--- config.mk ---
export PLATFORM = sky130hd
export DESIGN_NAME = reg32_serial_reader
export DESIGN_NICKNAME = d
export VERILOG_FILES = /design/src/rtl/reg_rd_pkg.sv /design/src/rtl/reg32_serial_reader_tick_gen.sv /design/src/rtl/reg32_serial_reader.sv
export SDC_FILE = /design/constraint.sdc
export NUM_CORES = 1
export LEC_CHECK = 0
export BUFFER_PORTS_ARGS = -buffer_cell sky130_fd_sc_hd__buf_2
export CORE_UTILIZATION = 59
export CTS_CLUSTER_SIZE = 25
export DETAILED_ROUTE_END_ITERATION = 8
export PLACE_DENSITY_LB_ADDON = 0.25
export SYNTH_ARGS = -nofsm -noshare
export SYNTH_HDL_FRONTEND = slang
export SYNTH_HIERARCHICAL = 1
export SYNTH_SLANG_ARGS = --single-unit
--- constraint.sdc ---
create_clock -name clk -period 4.2 [get_ports clk]
set_input_delay 0.21 -clock clk [delete_from_list [all_inputs] [get_ports clk]]
set_output_delay 0.21 -clock clk [all_outputs]
set_load 0.02 [all_outputs]
--- src/rtl/reg_rd_pkg.sv ---
// Shared types and constants for the 32-bit register serial readback unit.
package reg_rd_pkg;

  typedef enum logic [1:0] {
    IDLE     = 2'd0,
    SHIFT_LO = 2'd1,
    SHIFT_HI = 2'd2,
    LATCH    = 2'd3
  } rd_state_e;

  localparam int unsigned DEF_WIDTH = 32;
  localparam int unsigned DEF_DIV   = 2;
  localparam logic        OUT_RST   = 1'b0;

  // Counter width for a modulus of n, never narrower than one bit.
  function automatic int unsigned cnt_w(input int unsigned n);
    return (n <= 1) ? 1 : $clog2(n);
  endfunction

endpackage

--- src/rtl/reg32_serial_reader_tick_gen.sv ---
// DIV-cycle phase counter: one-cycle tick every DIV cycles, restarted by clear.
module tick_gen
  import reg_rd_pkg::*;
#(
  parameter int unsigned DIV = DEF_DIV
) (
  input  logic i_clk,
  input  logic i_rst_n,
  input  logic i_clr,
  output logic o_tick
);

  localparam int unsigned PW = cnt_w(DIV);

  logic [PW-1:0] r_phase;
  logic          w_tick;

  assign w_tick = !i_clr && (r_phase == PW'(DIV - 1));
  assign o_tick = w_tick;

  always_ff @(posedge i_clk or negedge i_rst_n) begin
    if (!i_rst_n) begin
      r_phase <= '0;
    end else if (i_clr || w_tick) begin
      r_phase <= '0;
    end else begin
      r_phase <= r_phase + 1'b1;
    end
  end

endmodule

--- src/rtl/reg32_serial_reader.sv ---
// Snapshots a register word on start and shifts it out MSB-first on a
// clock/data/latch serial link.
module reg32_serial_reader
  import reg_rd_pkg::*;
#(
  parameter int unsigned WIDTH = DEF_WIDTH,
  parameter int unsigned DIV   = DEF_DIV
) (
  input  logic             clk,
  input  logic             rst_n,
  input  logic             start,
  input  logic [WIDTH-1:0] D,
  output logic             busy,
  output logic             done,
  output logic             sclk,
  output logic             sdata,
  output logic             slatch
);

  localparam int unsigned BW = $clog2(WIDTH) + 1;

  rd_state_e        r_state,  w_state_nxt;
  logic [WIDTH-1:0] r_shadow, w_shadow_nxt;
  logic [BW-1:0]    r_bitcnt, w_bitcnt_nxt;
  logic             r_busy,   w_busy_nxt;
  logic             r_done,   w_done_nxt;
  logic             r_sclk,   w_sclk_nxt;
  logic             r_sdata,  w_sdata_nxt;
  logic             r_slatch, w_slatch_nxt;
  logic [WIDTH-1:0] w_shifted;
  logic             w_tick;
  logic             w_clr;

  // Phase restarts on every acceptance because the counter is held clear in IDLE.
  assign w_clr     = (r_state == IDLE);
  assign w_shifted = r_shadow << 1;

  tick_gen #(.DIV(DIV)) u_tick (
    .i_clk   (clk),
    .i_rst_n (rst_n),
    .i_clr   (w_clr),
    .o_tick  (w_tick)
  );

  always_comb begin
    w_state_nxt  = r_state;
    w_shadow_nxt = r_shadow;
    w_bitcnt_nxt = r_bitcnt;
    w_busy_nxt   = r_busy;
    w_done_nxt   = 1'b0;
    w_sclk_nxt   = r_sclk;
    w_sdata_nxt  = r_sdata;
    w_slatch_nxt = r_slatch;
    unique case (r_state)
      IDLE: begin
        if (start) begin
          w_state_nxt  = SHIFT_LO;
          w_shadow_nxt = D;
          w_bitcnt_nxt = '0;
          w_busy_nxt   = 1'b1;
          w_sdata_nxt  = D[WIDTH-1];
        end
      end
      SHIFT_LO: begin
        if (w_tick) begin
          w_sclk_nxt  = 1'b1;
          w_state_nxt = SHIFT_HI;
        end
      end
      SHIFT_HI: begin
        if (w_tick) begin
          w_sclk_nxt   = 1'b0;
          w_shadow_nxt = w_shifted;
          w_bitcnt_nxt = r_bitcnt + 1'b1;
          if (r_bitcnt == BW'(WIDTH - 1)) begin
            w_state_nxt  = LATCH;
            w_sdata_nxt  = 1'b0;
            w_slatch_nxt = 1'b1;
          end else begin
            w_state_nxt  = SHIFT_LO;
            w_sdata_nxt  = w_shifted[WIDTH-1];
          end
        end
      end
      LATCH: begin
        if (w_tick) begin
          w_slatch_nxt = 1'b0;
          w_busy_nxt   = 1'b0;
          w_done_nxt   = 1'b1;
          w_state_nxt  = IDLE;
        end
      end
      default: w_state_nxt = IDLE;
    endcase
  end

  always_ff @(posedge clk or negedge rst_n) begin
    if (!rst_n) begin
      r_state  <= IDLE;
      r_shadow <= '0;
      r_bitcnt <= '0;
      r_busy   <= OUT_RST;
      r_done   <= OUT_RST;
      r_sclk   <= OUT_RST;
      r_sdata  <= OUT_RST;
      r_slatch <= OUT_RST;
    end else begin
      r_state  <= w_state_nxt;
      r_shadow <= w_shadow_nxt;
      r_bitcnt <= w_bitcnt_nxt;
      r_busy   <= w_busy_nxt;
      r_done   <= w_done_nxt;
      r_sclk   <= w_sclk_nxt;
      r_sdata  <= w_sdata_nxt;
      r_slatch <= w_slatch_nxt;
    end
  end

  assign busy   = r_busy;
  assign done   = r_done;
  assign sclk   = r_sclk;
  assign sdata  = r_sdata;
  assign slatch = r_slatch;

endmodule

# Word-level counts from Yosys, hierarchy flattened
# Cells that the tools add are included.
[word_totals]
latchBits = 0
regBits = 45
n_memories = 0
word_cells = 60
ram_bits = 0
inputBits = 35
out_inout_bits = 5
rom_bits = 0
[op_classes]
addsub = 2
n_eq_ne = 9
n_div = 0
bitwise = 0
n_mux = 27
shifts = 0
n_reduce_logical = 13
order_cmp = 0
multipliers = 0
[op_table]
columns = ["cell", "n"]
rows = [
  ["$mux 31", 2],
  ["$pmux 31 s2", 1],
  ["$mux 6", 2],
  ["$pmux 6 s2", 1],
  ["$mux 1", 11],
  ["$mux 2", 5],
  ["$reduce_and 3->1", 3],
  ["$pmux 1 s2", 4],
  ["$pmux 2 s4", 1],
  ["$reduce_and 4->1", 2],
  ["$reduce_bool 2->1", 4],
  ["$add 6x1->6 const B", 1],
  ["$eq 6x5->1 const B", 1],
  ["$ne 2x1->1 const B", 3],
  ["$eq 2x2->1 const B", 2],
  ["$ne 2x2->1 const B", 2],
  ["$eq 2x1->1 const B", 1],
  ["$logic_not 2->1", 1],
  ["$add 1x1->1 const B", 1],
  ["$logic_and 1x1->1", 1],
  ["$logic_not 1->1", 1],
  ["$logic_or 1x1->1", 1],
]

# Longest topological paths before layout
# Gate-level depths: netlist (run 1).
[depth]
word_depth = 5
mapped_depth = 8
ltp_nobuf = 5

# By module
# Netlist (run 1), hierarchy kept.
[modules_own_cells]
columns = ["mod", "seq_area_each_um2", "area_each_um2", "instances", "cells_each"]
rows = [
  ["reg32_serial_reader", 1101.1, 2109.5, 1, 197],
  ["tick_gen", 25.0, 42.5, 1, 3],
]

# Worst setup path after synthesis (run 1)
# Ideal clock, no wire load.
[synth_path]
path_kind = "reg2reg"
startpoint = "register r_state[1]"
endpoint = "register r_bitcnt[5]"
required_time_ns = 4.127
stages_incl_launch_ff = 7
slack_ns = 2.591
setup_time_ns = 0.073
n_path_buf = 1
arrival_time_ns = 1.536
period_less_slack_ns = 1.609
cell_sequence = "dfrtp_1 -> buf_2 -> nor2_1 -> nor2b_4 -> nand3b_4 -> or4_4 -> a21oi_2"
[synth_between]
elab_chain_len = 5
elab_cells_between_ends = 9
classes_between = "eq/ne (3); mux (1); reduce/logical (5)"
[synth_rtl]
columns = ["element", "line_no", "text"]
rows = [
  ["start, declared", "reg32_serial_reader.sv:22", "rd_state_e r_state, w_state_nxt;"],
  ["start signal, assigned", "reg32_serial_reader.sv:108", "r_state <= w_state_nxt;"],
  ["$logic_not 2->1", "reg32_serial_reader.sv:35", "assign w_clr = (r_state == IDLE);"],
  ["net w_clr", "reg32_serial_reader.sv:32", "logic w_clr;"],
  ["$logic_not 1->1", "reg32_serial_reader_tick_gen.sv:18", "assign w_tick = !i_clr && (r_phase == PW'(DIV - 1));"],
  ["$logic_and 1x1->1", "reg32_serial_reader_tick_gen.sv:18", ""],
  ["net w_tick", "reg32_serial_reader.sv:31", "logic w_tick;"],
  ["$ne 2x1->1 (no source line)", "n/a", ""],
  ["$reduce_and 3->1 (no source line)", "n/a", ""],
  ["end signal, assigned", "reg32_serial_reader.sv:110", "r_bitcnt <= w_bitcnt_nxt;"],
  ["end, declared", "reg32_serial_reader.sv:24", "logic [BW-1:0] r_bitcnt, w_bitcnt_nxt;"],
]
# The timed path passes the listed nets, and every way through them passes these cells.
# A chain may end at the register's enable or synchronous reset.

# Worst setup path in the final report (run 1)
[layout_path]
startpoint = "register r_state[1]"
endpoint = "register r_shadow[3]"
[layout_between]
elab_chain_len = 5
elab_cells_between_ends = 9
classes_between = "eq/ne (3); mux (1); reduce/logical (5)"
[layout_rtl]
columns = ["element", "line_no", "text"]
rows = [
  ["$logic_not 2->1", "reg32_serial_reader.sv:35", ""],
  ["net w_clr", "reg32_serial_reader.sv:32", ""],
  ["$logic_not 1->1", "reg32_serial_reader_tick_gen.sv:18", ""],
  ["$logic_and 1x1->1", "reg32_serial_reader_tick_gen.sv:18", ""],
  ["net w_tick", "reg32_serial_reader.sv:31", ""],
  ["$ne 2x1->1 (no source line)", "n/a", ""],
  ["$reduce_and 3->1 (no source line)", "n/a", ""],
  ["end signal, assigned", "reg32_serial_reader.sv:109", "r_shadow <= w_shadow_nxt;"],
  ["end, declared", "reg32_serial_reader.sv:23", "logic [WIDTH-1:0] r_shadow, w_shadow_nxt;"],
]
# The timed path passes the listed nets, and every way through them passes these cells.

==> results of run 1 <==
[cells by family after synthesis]
| kind of cell | Yosys count | share of synthesized area, % |
|---|---|---|
| and+or+nand+nor | 56 | 15.0 |
| AOI/OAI and AO/OA | 46 | 12.0 |
| DFF | 45 | 52.3 |
| muxes | 31 | 14.4 |
| buffers and inverters | 20 | 5.29 |
| xor gates and xnor gates | 1 | 0.407 |
| adders and majority gates | 1 | 0.581 |
[worst max path at each step]
stage	start	endpoint	depth (start not counted)
after floorplan	r_state[1]$_DFFE_PN0P_	r_bitcnt[5]$_DFFE_PN0P_	6
after global placement	r_state[1]$_DFFE_PN0P_	r_bitcnt[0]$_DFFE_PN0P_	4
after detailed placement	r_state[1]$_DFFE_PN0P_	r_shadow[3]$_DFFE_PN0P_	5
after CTS	r_state[1]$_DFFE_PN0P_	r_shadow[3]$_DFFE_PN0P_	5
after global routing	r_state[1]$_DFFE_PN0P_	r_shadow[11]$_DFFE_PN0P_	5
final	r_state[1]$_DFFE_PN0P_	r_shadow[3]$_DFFE_PN0P_	5
[per-layer routing]
layer	GRT usage, %	up-vias
li1	-	777
met1	28.3	771
met2	40.5	38
met3	8.03	9
met4	10.2	0
met5	0	-
[flip-flops by register name (all words and copies together) (netlist names)]
| signal | cells |
|---|---|
| u_tick/r_phase | 1 |
| r_state | 2 |
| done | 1 |
| slatch | 1 |
| busy | 1 |
| sdata | 1 |
| sclk | 1 |
| r_bitcnt | 6 |
| r_shadow | 31 |
[metrics by stage]
step                      hold WS [ps]  std cells  utilization [%]
after floorplan                  -85.6        200                -
after global placement             399        269             67.9
after detailed placement           415        269             67.9
after CTS                         6.63        276             69.5
after global routing              50.9        276             69.5
final                            -13.7        276             69.5
[report_power, final]
| group | switching (W) | internal [W] |
|---|---|---|
| combinational | 0.000419 | 0.000323 |
| clock | 0.000128 | 0.0000791 |
| sequential | 0.000135 | 0.000624 |
| total | 0.000682 | 0.00103 |
[layout by cell type (no fill, tap or decap)]
cell type  Yosys  routed
a21o_1         1       1
a21oi_1       34      34
a21oi_2        1       1
a22o_1         2       2
a2bb2oi_1      1       1
a31oi_1        1       1
and3b_2        1       1
buf_2         10      39
buf_4          5       1
clkbuf_1       1       1
clkbuf_4       0       5
clkbuf_8       0       1
dfrtp_1       45      45
ha_1           1       1
inv_1          3       3
mux2i_1       31      31
nand2_1        4       4
nand2b_1       2       1
nand2b_2       0       1
nand3_1        3       3
nand3b_4       1       1
nand4b_1       1       1
nor2_1         5       5
nor2b_4        1       1
nor3_1        33      33
nor3b_4        0       1
o2111ai_1      1       1
o21a_1         1       1
o21ai_0        3       3
o31ai_1        1       1
or2b_1         1       1
or3_1          2       2
or4_4          1       1
xor2_1         1       1
[critical path: cells and delay by family, from the launching register on]
| family | cells | cell delay (ps) |
|---|---|---|
| AOI/OAI and AO/OA | 1 | 190 |
| DFF | 1 | 620 |
| and+or+nand+nor | 4 | 1440 |
[area by class of cell]
cell class | instances | area, um^2
sequential | 45 | 1130
fill | 280 | 1040
multi-input combinational | 135 | 921
timing repair buffer | 40 | 203
tap | 46 | 57.6
clock buffer | 7 | 55.1
inverter | 3 | 11.3
==> metrics.csv, run 1 <==
metric,value,unit
Worst Tran Pin Value,1060,ps
Synth Flop Type,dfrtp_1,
Chip Height,62.4,um
clk_lat worst skew,360,ps
"worst slack, placed",1840,ps
top cell type's share of synthesized area,52.3,%
vias,1595,
synthesis-to-layout area growth,10.3,%
Via density,5.78,
met2 wire length,2020,um
fin. max-slew vios,0,
final worst path period share,57.8,%
initial antenna violation count,0,
Setup TNS Final,0,ps
Tot Pwr,0.00171,W
Hold Crit Class,input port to asynchronous set/reset pin,
final setup fails,0,
final instance area,2370,um^2
# nets final,266,
Initial DRC Count,175,
leakage power,1.18,nW
met1 WL,1830,um
unrepaired setup endpoints after global routing,false,
DR pass1 iterations,4,
"Slowest-stage cell, CP",or2b_1,
global-route usage over all layers,24.1,%
hold slack,-13.7,ps
CTS Buffer Depth,2,
fmax,412,MHz
Routed WL per cell,15.0,um
mapped cell area,2150,um^2
CTS tree,yes,
status,"complete, but fails checks",
# rows,21,
ANT nets after route,0,
yosys warns,6,
dpl cell area,2320,um^2
Final Hold Fails,6,
"Distinct cells, synth",32,
CP cell instances,nor2_1 -> nor2b_4 -> nand3b_4 -> or2b_1 -> a21oi_1,
ranking of synthesized cells by area,"dfrtp_1 52%, mux2i_1 14%, a21oi_1 7.9%",
Synth Register Bits,45,
Max VDD drop,0.354,mV
Post-synth top cells,"45 x dfrtp_1, 34 x a21oi_1, 33 x nor3_1",
Synth Net Count,236,
slack of the worst reg-to-reg path,1770,ps
CTS Hold Bufs,0,
antenna cells,0,
post-cts repair resize count,0,
Relative slew margins,29.0,%
Root Buffer,clkbuf_4,
setup ws final,1770,ps
Worst-path clk slew,120,ps
critical path type,flip-flop to flip-flop,
largest net degree at the start of global routing,46,
port buffer count,39,
crit-path max FO,32,
post-route DRC violation count,0,
vias in the first global route,1648,
post-CTS setup buffers,0,
ys async rst share,100,%
Post-synth EDFFs,0,
pwr dens,720,nW/um^2
num ports,40,
WL final,4150,um
Synth area leader,dfrtp_1,
chip width,62.4,um
Worst EP required,4390,ps
violated checks,negative hold slack,
"Seq/Total Area, Yosys",52.3,%
worst flop-to-flop path startpoint,r_state[1]$_DFFE_PN0P_,
Final Critical Period,2430,ps
"slowest stage delay, CP",900,ps
routed wl met3,222,um
first-pass GRT wire length,7190,um
mean area per synthesized cell,10.8,um^2
Die ar.,3890,um^2
max cap viols,0,
total CTS buffers,5,
crit start category,flip-flop,
DP HPWL,2790,um
reg-to-reg endpoint,r_shadow[3]$_DFFE_PN0P_,
Initial Util,63.0,%
CP endpoint kind,flip-flop,
clk sinks,45,
Core ar.,3420,um^2
H-Tree Depth,2,
R2R cell count,5,
gpl congestion,0.840,
Cells after Synth,200,
Final Skew,10.7,ps
Crit path arrival time,2620,ps
overflow left after global routing,0,
top layer in use,met4,
top-count cell post-synth,dfrtp_1,
ratio of cells with drive above 1 in the final layout,23.0,%
Power figures use the tool's default switching activity.
==> run 2, diff against run 1 <==
--- a/config.mk
+++ b/config.mk
@@ -6,7 +6,7 @@
 export NUM_CORES = 1
 export LEC_CHECK = 0
 export BUFFER_PORTS_ARGS = -buffer_cell sky130_fd_sc_hd__buf_2
-export CORE_UTILIZATION = 59
+export CORE_UTILIZATION = 49
 export CTS_CLUSTER_SIZE = 25
 export DETAILED_ROUTE_END_ITERATION = 8
 export PLACE_DENSITY_LB_ADDON = 0.25
==> constraint.sdc (replaced) <==
create_clock -name clk -period 2.05 [get_ports clk]
set_input_delay 0.1025 -clock clk [delete_from_list [all_inputs] [get_ports clk]]
set_output_delay 0.1025 -clock clk [all_outputs]
set_load 0.02 [all_outputs]
==> run 2 against run 1 <==
  * Sequential power grew 96%
  * Core utilization shrank 9.0 points
  * Largest cell class unchanged
  * Flip-flop and latch count is the same
  * Highest routed layer unchanged
  * The flow now finishes without violations
==> metrics.csv, run 2 (same netlist as run 1, synthesis figures left out) <==
metric,value,unit,change
total CTS buffers,5,,unchanged
Final Hold Fails,0,,-6
Largest register FFs,31,,unchanged
Crit path arrival time,1910,ps,-710 ps
ratio of cells with drive above 1 in the final layout,25.8,%,+2.8 points
synthesis-to-layout area growth,15.6,%,
beginning of the worst hold path,D[0],,
fin. max-slew vios,0,,unchanged
overflow left after global routing,0,,unchanged
fmax,592,MHz,+44%
Core ar.,4120,um^2,+20%
dpl cell area,2400,um^2,+3.3%
Root Buffer,clkbuf_8,,
CTS tree,yes,,
clk sinks,45,,unchanged
antenna cells,0,,unchanged
CP endpoint kind,flip-flop,,
final setup fails,0,,unchanged
DR pass1 iterations,4,,unchanged
gpl congestion,0.751,,-11%
WL final,4230,um,+2.0%
global-route usage over all layers,21.2,%,-2.9 points
vias,1588,,-0.44%
"commonest non-fill, non-tap cells in the layout","45 x dfrtp_1, 39 x buf_2, 34 x a21oi_1, 33 x nor3_1, 31 x mux2i_1",,
CTS Buffer Depth,2,,unchanged
# rows,23,,+9.5%
ANT nets after route,0,,unchanged
fillcell total,365,,+30%
DP HPWL,2910,um,+4.3%
worst flop-to-flop path startpoint,r_state[0]$_DFFE_PN0P_,,
# nets final,275,,+3.4%
Routed WL per cell,14.6,um,-2.9%
final core occ,60.5,%,-9.0 points
Worst Tran Pin Value,439,ps,-626 ps
unrepaired setup endpoints after global routing,false,,
slack of the worst reg-to-reg path,360,ps,-1410 ps
Top Registers,"r_shadow: 31 flops, r_bitcnt: 6 flops, r_state: 2 flops",,
setup ws final,362,ps,-1410 ps
first-pass GRT wire length,7090,um,-1.3%
final worst path period share,82.3,%,+25 points
Max VDD drop,0.660,mV,+86%
num ports,40,,unchanged
Worst Hold End,r_shadow[0]$_DFFE_PN0P_,,
Tot Pwr,0.00370,W,+120%
leakage power,1.24,nW,+5.4%
Final Critical Period,1690,ps,-740 ps
Die ar.,4660,um^2,+20%
Setup TNS Final,0,ps,unchanged
chip width,68.3,um,+9.4%
post-cts repair resize count,0,,unchanged
post-route DRC violation count,0,,unchanged
crit-path max FO,22,,-31%
R2R cell count,6,,+1
Final Skew,9.50,ps,-1.18 ps
"most common cell after layout, fill and taps aside",dfrtp_1,,
Chip Height,68.3,um,+9.4%
vias in the first global route,1508,,-8.5%
max cap viols,0,,unchanged
register name with the most flops,r_shadow,,
"worst slack, placed",364,ps,-1470 ps
H-Tree Depth,2,,unchanged
pwr dens,1490,nW/um^2,+110%
final instance area,2490,um^2,+4.8%
Relative slew margins,70.7,%,+42 points
largest net degree at the start of global routing,27,,-41%
worst hold stages,2,,
Initial DRC Count,120,,-31%
initial antenna violation count,0,,unchanged
Worst EP required,2270,ps,-2120 ps
clk_lat worst skew,300,ps,-60 ps
Worst-path clk slew,80,ps,-40 ps
Initial Util,52.3,%,-11 points
crit start category,flip-flop,,
Hold Crit Class,input port to flip-flop,,
reg-to-reg endpoint,r_shadow[8]$_DFFE_PN0P_,,
critical path type,flip-flop to flip-flop,,
Via density,5.48,,-5.2%
port buffer count,39,,unchanged
status,"complete, no violations",,
run 2: cell count changes in the layout (fill, tap and decap cells not counted):
cell and change:
clkbuf_8 +4, clkinv_2 +2, clkbuf_4 -5, buf_4 +7, dlygate4sd3_1 +1, buf_12 +1
run 2: how the worst max path moves through the flow:
stage	startpoint	to	slack, ps	cells past startpoint
after floorplan	r_state[1]$_DFFE_PN0P_	r_bitcnt[5]$_DFFE_PN0P_	440	6
after global routing	r_state[0]$_DFFE_PN0P_	r_shadow[7]$_DFFE_PN0P_	180	6
final	r_state[0]$_DFFE_PN0P_	r_shadow[8]$_DFFE_PN0P_	360	6
after detailed placement	r_state[0]$_DFFE_PN0P_	r_shadow[6]$_DFFE_PN0P_	360	6
after CTS	r_state[0]$_DFFE_PN0P_	r_shadow[8]$_DFFE_PN0P_	350	6
after global placement	r_state[0]$_DFFE_PN0P_	r_shadow[12]$_DFFE_PN0P_	430	6
run 2: final cells by class:
class	instances	area, um^2	share of cell area [%]
repair buffers	49	285	11.5
well taps	50	62.6	2.51
clock buffers	6	72.6	2.92
flip-flops and latches	45	1130	45.2
clock inverters	2	10.0	0.402
multi-input cells	135	921	37.0
inverters	3	11.3	0.452
run 2: report_power, final:
group / total (W) / internal [W] / leakage [nW] / switching, W
clock: 0.000533 / 0.000236 / 0.0450 / 0.000297
combinational: 0.00168 / 0.000750 / 0.674 / 0.000927
sequential: 0.00149 / 0.00128 / 0.521 / 0.000211
run 2: per-layer routing:
layer	vias to the layer above	routed length (um)	GRT usage [%]
li1	796	-	-
met1	752	2060	28.6
met4	0	69	8.59
met2	33	1950	31.9
met5	-	0	0
met3	7	151	6.17
run 2: critical path, stage by stage, from the launching register on:
cell,delay (ps)
dfrtp_1,360
nor2_1,80
nor2b_4,220
and3b_2,500
buf_4,270
nor3_1,60
a21oi_1,120
run 2: metrics by stage:
stage,hold WS [ps],instances
final,23.3,290
after detailed placement,77.5,281
after CTS,18.3,290
after global routing,5.96,290
after global placement,68.0,281
after floorplan,-193,200
run 2: timing repair:
item                                   in CTS  in global routing
endpoints found under the hold margin      19                  0
hold buffers                                1                  0
buffers inserted                            0                  0
setup endpoints to repair                   0                  0
==> run 3, diff against run 2 <==
--- a/config.mk
+++ b/config.mk
@@ -6,7 +6,7 @@
 export NUM_CORES = 1
 export LEC_CHECK = 0
 export BUFFER_PORTS_ARGS = -buffer_cell sky130_fd_sc_hd__buf_2
-export CORE_UTILIZATION = 49
+export CORE_UTILIZATION = 55
 export CTS_CLUSTER_SIZE = 25
 export DETAILED_ROUTE_END_ITERATION = 8
 export PLACE_DENSITY_LB_ADDON = 0.25
==> constraint.sdc (replaced) <==
create_clock -name clk -period 1.6 [get_ports clk]
set_input_delay 0.08 -clock clk [delete_from_list [all_inputs] [get_ports clk]]
set_output_delay 0.08 -clock clk [all_outputs]
set_load 0.02 [all_outputs]
==> run 3 against run 2 <==
  * Core utilization increased by 7.9 points
  * Design area is 2.1% higher
  * Hold slack improved by 12 ps
  * Clock power is 31% higher
  * Count of clock-buffer cells in the layout up 1
  * Global-route usage is 1.7 points higher
  * Wire length is essentially flat
  * Final cell count did not move
  * Flip-flop and latch count stayed put
  * Fmax grew 11%
  * Via count up 1.2%
  * Critical endpoint is now r_bitcnt[5]$_DFFE_PN0P_
  * Largest cell class unchanged
  * Largest power group unchanged
  * Highest routed layer unchanged
==> metrics.csv, run 3 (same netlist as run 1, synthesis figures left out) <==
metric,value,unit,change
status,"complete, no violations",,
antenna cells,0,,unchanged
Final Critical Period,1520,ps,-171 ps
Final Skew,4.02,ps,-5.48 ps
Crit path arrival time,1740,ps,-170 ps
overflow left after global routing,0,,unchanged
gpl congestion,0.751,,about the same
chip width,64.6,um,-5.4%
sequential share of power,39.6,%,-0.7 points
CTS tree,yes,,
vias in the first global route,1612,,+6.9%
Initial DRC Count,121,,+0.83%
slack of the worst reg-to-reg path,80,ps,-280 ps
Chip Height,64.6,um,-5.4%
clk_lat worst skew,290,ps,about the same
vias,1607,,+1.2%
Max VDD drop,1.11,mV,+68%
crit start category,flip-flop,,
Via density,5.54,,+1.2%
Initial Util,57.9,%,+5.6 points
dpl cell area,2440,um^2,+1.9%
fillcell total,308,,-16%
sw power,0.00184,W,+28%
WL final,4240,um,about the same
clock network power share,14.5,%,about the same
port buffer count,39,,unchanged
fin. max-slew vios,0,,unchanged
crit-path max FO,8,,-64%
first-pass GRT wire length,7200,um,+1.5%
critical path type,flip-flop to flip-flop,,
Tot Pwr,0.00484,W,+31%
Worst EP required,1830,ps,-440 ps
Die ar.,4170,um^2,-11%
Final Hold Fails,0,,unchanged
synthesis-to-layout area growth,18.0,%,
leakage power,1.26,nW,+1.8%
Comb pwr share,45.9,%,+0.6 points
ANT nets after route,0,,unchanged
final setup fails,0,,unchanged
num ports,40,,unchanged
H-Tree Depth,2,,unchanged
total CTS buffers,5,,unchanged
DR pass1 iterations,4,,unchanged
final worst path period share,94.8,%,+12 points
sw frac,37.9,%,-0.84 points
fmax,659,MHz,+11%
clk sinks,45,,unchanged
post-route DRC violation count,0,,unchanged
Routed WL per cell,14.6,um,about the same
pwr dens,1910,nW/um^2,+28%
"commonest non-fill, non-tap cells in the layout","45 x dfrtp_1, 39 x buf_2, 34 x a21oi_1, 33 x nor3_1, 31 x mux2i_1",,
# rows,22,,-4.3%
final instance area,2540,um^2,+2.1%
Top Registers,"r_shadow: 31 flops, r_bitcnt: 6 flops, r_state: 2 flops",,
Internal Power,0.00301,W,+33%
final core occ,68.4,%,+7.9 points
"most common cell after layout, fill and taps aside",dfrtp_1,,
Worst Tran Pin Value,486,ps,+47.2 ps
initial antenna violation count,0,,unchanged
register name with the most flops,r_shadow,,
Worst-path clk slew,80,ps,about the same
CP endpoint kind,flip-flop,,
Relative slew margins,67.6,%,-3.1 points
CTS Buffer Depth,2,,unchanged
Core ar.,3720,um^2,-9.7%
Hold Crit Class,input port to flip-flop,,
global-route usage over all layers,23.0,%,+1.7 points
# nets final,278,,+1.1%
Root Buffer,clkbuf_8,,
max cap viols,0,,unchanged
Largest register FFs,31,,unchanged
DP HPWL,2980,um,+2.5%
ratio of cells with drive above 1 in the final layout,26.9,%,+1.0 points
largest net degree at the start of global routing,26,,-3.7%
## run 3: cell count changes in the layout (fill, tap and decap cells not counted), sizes merged
cell / before / now
clkbuf: 6 / 7
clkinv: 2 / 0
buf: 48 / 51
## run 3: per-layer routing
layer / wire [um] / GRT usage, %
met1: 2010 / 29.7
met2: 1980 / 38.4
met3: 207 / 4.40
met4: 41 / 8.33
met5: 0 / 0
## run 3: path summary, 6_finish.rpt
| path | start | endpoint | cells after the start |
|---|---|---|---|
| worst max-delay path | r_state[1]$_DFFE_PN0P_ | r_bitcnt[5]$_DFFE_PN0P_ | 5 |
| worst min-delay path | D[0] | r_shadow[0]$_DFFE_PN0P_ | 2 |
| worst max register to register | r_state[1]$_DFFE_PN0P_ | r_bitcnt[5]$_DFFE_PN0P_ | 5 |
| worst min register to register | u_tick/r_phase$_DFF_PN0_ | u_tick/r_phase$_DFF_PN0_ | 1 |
| max in group asynchronous | rst_n | r_shadow[0]$_DFFE_PN0P_ | 3 |
| min in group asynchronous | rst_n | busy$_DFFE_PN0P_ | 2 |
## run 3: layout make-up
cell class | instances | area (um^2) | share of cell area, %
tap | 48 | 60.1 | 2.36
timing repair buffer | 52 | 333 | 13.1
clock buffer | 7 | 86.3 | 3.40
inverter | 3 | 11.3 | 0.443
multi-input combinational | 135 | 923 | 36.4
sequential | 45 | 1130 | 44.3
## run 3: through the flow
stage	setup slack, ps	TNS (ps)	instances	hold slack (ps)
after floorplan	22.6	0	200	-216
after global placement	121	0	282	69.9
after detailed placement	75.1	0	282	67.0
after CTS	61.7	0	290	33.2
after global routing	-11.2	-28.3	290	50.1
final	83.4	0	290	35.6
## run 3: power by group through the flow
stage               Sequential, W  Combinational (W)  Clock (W)
global route              0.00197            0.00249   0.000751
finish                    0.00192            0.00222   0.000700
detailed placement        0.00193            0.00224          0
CTS                       0.00191            0.00224   0.000716
floorplan                 0.00192            0.00169          0
global placement          0.00192            0.00217          0
## run 3: repair_timing
action,in CTS,in global routing
hold buffers,1,0
setup endpoints to repair,0,19
gates resized for setup,0,1
buffers inserted,0,0
endpoints found under the hold margin,20,0
## run 3: worst max-delay path, stage by stage, from the launching register on
cell and delay, ps:
dfrtp_1 370, nor2_2 60, nor2b_4 220, nand3b_4 140
or4_4 530, a21oi_2 140
